**src/rtl/fullsub_serial.sv**
```systemverilog
`default_nettype none
// +----------------------------------------------------------------------------+
// | fullsub_serial : bit-serial subtractor, diff = a - b - b_in, LSB first      |
// | Optional signed-overflow output: define FULLSUB_OVF_EN.  Rev 1.0            |
// +----------------------------------------------------------------------------+
module fullsub_serial #(
  parameter int WIDTH = 4
) (
  input  logic             clock,
  input  logic             reset,
  input  logic             start,
  input  logic [WIDTH-1:0] a,
  input  logic [WIDTH-1:0] b,
  input  logic             b_in,
  output logic             busy,
  output logic             done,
  output logic [WIDTH-1:0] diff,
`ifdef FULLSUB_OVF_EN
  output logic             ovf,
`endif
  output logic             b_out
);

  localparam int CW = (WIDTH > 1) ? $clog2(WIDTH) : 1;

  typedef enum logic [1:0] {
    IDLE  = 2'd0,
    SHIFT = 2'd1,
    DONE  = 2'd2
  } state_t;

  state_t           state, state_nxt;
  logic [WIDTH-1:0] a_sr, b_sr, res, res_nxt;
  logic [CW-1:0]    cnt;
  logic             br, br_nxt, d, last, accept;

`ifdef FULLSUB_OVF_EN
  logic a_msb, b_msb;
`endif

  // One full-subtractor cell; the new bit enters the result from the MSB end
  always_comb begin
    d                = a_sr[0] ^ b_sr[0] ^ br;
    br_nxt           = (~a_sr[0] & b_sr[0]) | (~(a_sr[0] ^ b_sr[0]) & br);
    last             = (cnt == CW'(WIDTH - 1));
    res_nxt          = res >> 1;
    res_nxt[WIDTH-1] = d;
  end

  always_ff @(posedge clock or posedge reset) begin
    if (reset) state <= IDLE;
    else       state <= state_nxt;
  end

  always_comb begin
    state_nxt = state;
    busy      = 1'b0;
    done      = 1'b0;
    accept    = 1'b0;
    case (state)
      IDLE: begin
        if (start) begin
          accept    = 1'b1;
          state_nxt = SHIFT;
        end
      end
      SHIFT: begin
        busy = 1'b1;
        if (last) state_nxt = DONE;
      end
      DONE: begin
        done = 1'b1;
        // A new request here chains straight into SHIFT without a bubble
        if (start) begin
          accept    = 1'b1;
          state_nxt = SHIFT;
        end else begin
          state_nxt = IDLE;
        end
      end
      default: state_nxt = IDLE;
    endcase
  end

  always_ff @(posedge clock or posedge reset) begin
    if (reset) begin
      a_sr  <= '0;
      b_sr  <= '0;
      res   <= '0;
      br    <= 1'b0;
      cnt   <= '0;
      diff  <= '0;
      b_out <= 1'b0;
`ifdef FULLSUB_OVF_EN
      a_msb <= 1'b0;
      b_msb <= 1'b0;
      ovf   <= 1'b0;
`endif
    end else if (accept) begin
      a_sr <= a;
      b_sr <= b;
      br   <= b_in;
      cnt  <= '0;
`ifdef FULLSUB_OVF_EN
      a_msb <= a[WIDTH-1];
      b_msb <= b[WIDTH-1];
`endif
    end else if (state == SHIFT) begin
      a_sr <= a_sr >> 1;
      b_sr <= b_sr >> 1;
      br   <= br_nxt;
      res  <= res_nxt;
      cnt  <= cnt + CW'(1);
      if (last) begin
        diff  <= res_nxt;
        b_out <= br_nxt;
`ifdef FULLSUB_OVF_EN
        // d is the result MSB on the final step
        ovf   <= (a_msb ^ b_msb) & (a_msb ^ d);
`endif
      end
    end
  end

endmodule
`default_nettype wire
```
**config.mk**
```make
export PLATFORM = sky130hd
export DESIGN_NAME = fullsub_serial
export DESIGN_NICKNAME = d
export VERILOG_FILES = /design/src/rtl/fullsub_serial.sv
export SDC_FILE = /design/constraint.sdc
export NUM_CORES = 1
export LEC_CHECK = 0
export ABC_AREA = 1
export CORE_AREA = 5 5 51 53
export DETAILED_ROUTE_END_ITERATION = 10
export DIE_AREA = 0 0 56 58
export PLACE_DENSITY = 0.73
export RECOVER_POWER = 25
export SLEW_MARGIN = 10
export SYNTH_ARGS = -nofsm -noshare
export SYNTH_HDL_FRONTEND = slang
export SYNTH_SLANG_ARGS = --single-unit
```
**constraint.sdc**
```tcl
create_clock -name clock -period 1.6 [get_ports clock]
set_input_delay 0.4 -clock clock [delete_from_list [all_inputs] [get_ports clock]]
set_output_delay 0.4 -clock clock [all_outputs]
set_load 0.01 [all_outputs]
```
==> flow_metrics.tcl <==
set metrics [dict create \
    setup_viol 0 \
    grt_overflow 0 \
    p_comb_share_pct 48.6 \
    cp_slowest_cell "dfrtp_1" \
    syn_inst 113 \
    drv_cap 0 \
    crit_type "reg -> out" \
    synth_cell_type_count 15 \
    finalNonFillerCells 168 \
    area_growth_pct 27.4 \
    via_per_inst 4.46 \
    critPathBufInv 2 \
    grt_max_degree 12 \
    final_cell_mix "nand2_1, dfrtp_1, inv_1" \
    reg2reg_depth 3 \
    portBuffers 18 \
    finClkSkew_ps 2.71 \
    cp_max_fo 3 \
    pwr-share-clk_pct 10.7 \
    path_cells "inv_2 -> nor2_4 -> dlygate4sd2_1" \
    p_per_area_nw_per_um2 1850 \
    critical_path.max_stage_delay_ps 420 \
    synth_fp_nets 127 \
    ios 19 \
    routabilityCongestion 0.738 \
    crit_arrival_ps 1110 \
    r2r_start "a_sr[0]$_DFFE_PP0P_" \
    grt_first_pass_wirelength_mm 3.54 \
    die_h_um 58 \
    post-route-period-util_pct 94.4 \
    clockRootBuffer "clkbuf_4" \
    hp-class "in -> async" \
    cts_tree "yes" \
    power_frac_seq_pct 40.7 \
    power_leakage_nw 0.680 \
    ys_seq_area_share_pct 54.8 \
    antenna_cells 0 \
    fin_area_um2 1220 \
    nets 155 \
    slew_viol_final 0 \
    dp_cells 163 \
    drt_wl_total_mm 1.86 \
    fin_setup_tns_ps 0 \
    cts_buffers 3 \
    relSlewSlack_pct 73.4 \
    drtIter0Drc 4 \
    synth_warnings 0 \
    drive_gt1_share_pct 11.4 \
    power.total_w 0.00226 \
    clock_latency_ps 290 \
    clock-sinks 21 \
    drc 0 \
    dp_hpwl_mm 1.49 \
    rows 17 \
    grtUsageTotal_pct 13.4 \
    ctsHoldBuffers 0 \
    fmax_ghz 0.662 \
    reg2reg_to "res[3]$_DFFE_PP0P_" \
    grt_pass1_vias 792 \
    fin_crit_ps 1510 \
    finalHoldViolCount 0 \
    p_switching_w 0.000923 \
    route.antenna.remaining_nets 0 \
    dpl-instance-area_um2 1200 \
    syn_area_um2 958 \
    avgSynthCellArea_um2 8.48 \
    vias 750 \
    required_ps 1200 \
    worst_setup_path_start_kind "flip-flop" \
    worstMarginPinSlew_ps 399 \
    wl_per_cell_um 11.1 \
    crit_family "flip-flops" \
    peakVddDrop_mv 0.925 \
    die_w_um 56 \
    firstDrtPassIters 3 \
    dieArea_um2 3250 \
    p_sw_share_pct 40.9 \
    htree_levels 1 \
    clk_pin_slew_ps 110 \
    rsz0062_at_grt "false" \
    end_kind "primary output" \
    antenna_found_initial 0 \
    status "completed" \
    internal-power_w 0.00134 \
    ys_ff_latch 21 \
    clk_path_buf_depth 2 \
    fp.coreArea_um2 2110 \
    rrSetupSlack_ps 330 \
    final_common_cell "nand2_1" \
    start_util_pct 45.5 \
]
==> metrics by stage <==
step                hold slack [ps]  setup slack [ps]  util (%)
floorplan                       377               448         -
global placement                458               134      57.0
detailed placement              469               117      57.0
CTS                             359              1.06      58.3
global route                    507              38.0      58.0
finish                          488              89.4      58.0
==> Yosys cell counts <==
master | instances | area share, %
a21oi_1 | 1 | 0.52
buf_6 | 1 | 1.2
dfrtp_1 | 21 | 55
fa_1 | 1 | 2.1
ha_1 | 1 | 1.3
inv_1 | 16 | 6.3
inv_2 | 3 | 1.2
nand2_1 | 43 | 17
nand2_2 | 1 | 0.65
nand2_4 | 2 | 2.3
nand3_1 | 8 | 4.2
nor2_1 | 4 | 1.6
nor2_4 | 2 | 2.3
o21ai_0 | 5 | 2.6
o21ai_1 | 4 | 2.1
==> timing repair <==
item,CTS,global route
setup buffers,1,0
endpoints found under the setup margin,5,3
gates resized for setup,6,3
==> cell type report <==
| type | instances | area (µm²) |
|---|---|---|
| Clock buffer | 4 | 26.3 |
| Fill cell | 194 | 885 |
| Inverter | 19 | 71.3 |
| Multi-Input combinational cell | 72 | 350 |
| Sequential cell | 21 | 526 |
| Tap cell | 28 | 35.0 |
| Timing Repair Buffer | 24 | 213 |
==> kinds of logic (layout without fill, tap and decap cells) <==
| family | Yosys count | after routing | synth area share [%] |
|---|---|---|---|
| AO/OA/AOI/OAI | 10 | 10 | 5.22 |
| AND/OR/NAND/NOR | 60 | 60 | 27.9 |
| adder cells (fa/ha/maj) | 2 | 2 | 3.39 |
| buffers and inverters | 20 | 47 | 8.62 |
| flip-flops | 21 | 21 | 54.8 |
==> routing by layer <==
layer,vias up,global-route usage [%],routed length [µm]
met1,341,17.7,893
met3,0,2.67,86
met5,-,0,0
met4,0,3.05,0
met2,13,22.7,883
li1,396,-,-
==> registers in the layout (all words and copies together) (netlist names) <==
| name | flops |
|---|---|
| a_sr | 4 |
| b_sr | 4 |
| diff | 4 |
| res | 3 |
| cnt | 2 |
| state | 2 |
| b_out | 1 |
| br | 1 |
==> how the worst max path moves through the flow <==
| stage | cells past startpoint | start | slack, ps | to |
|---|---|---|---|---|
| global route | 2 | state[1]$_DFFE_PP0P_ | 40 | busy |
| detailed placement | 3 | state[1]$_DFFE_PP0P_ | 120 | done |
| CTS | 1 | diff[2]$_DFFE_PP0P_ | 1 | diff[2] |
| floorplan | 3 | a_sr[0]$_DFFE_PP0P_ | 450 | res[3]$_DFFE_PP0P_ |
| global placement | 3 | state[0]$_DFFE_PP0P_ | 130 | busy |
| finish | 3 | state[0]$_DFFE_PP0P_ | 90 | busy |
==> worst reg2reg max path, cell delays in order (launching register included) <==
cell     delay [ps]
dfrtp_1         420
fa_1            550
inv_1            50
o21ai_0         170
==> power by group through the flow <==
| stage | Combinational [W] | Sequential (W) | Clock [W] |
|---|---|---|---|
| after floorplan | 0.000734 | 0.000925 | 0 |
| after detailed placement | 0.00113 | 0.000937 | 0 |
| final | 0.00110 | 0.000920 | 0.000242 |
| after CTS | 0.00113 | 0.000922 | 0.000249 |
| after global routing | 0.00129 | 0.000959 | 0.000272 |
| after global placement | 0.00112 | 0.000918 | 0 |
No activity file was read; power rests on OpenSTA's default activity.
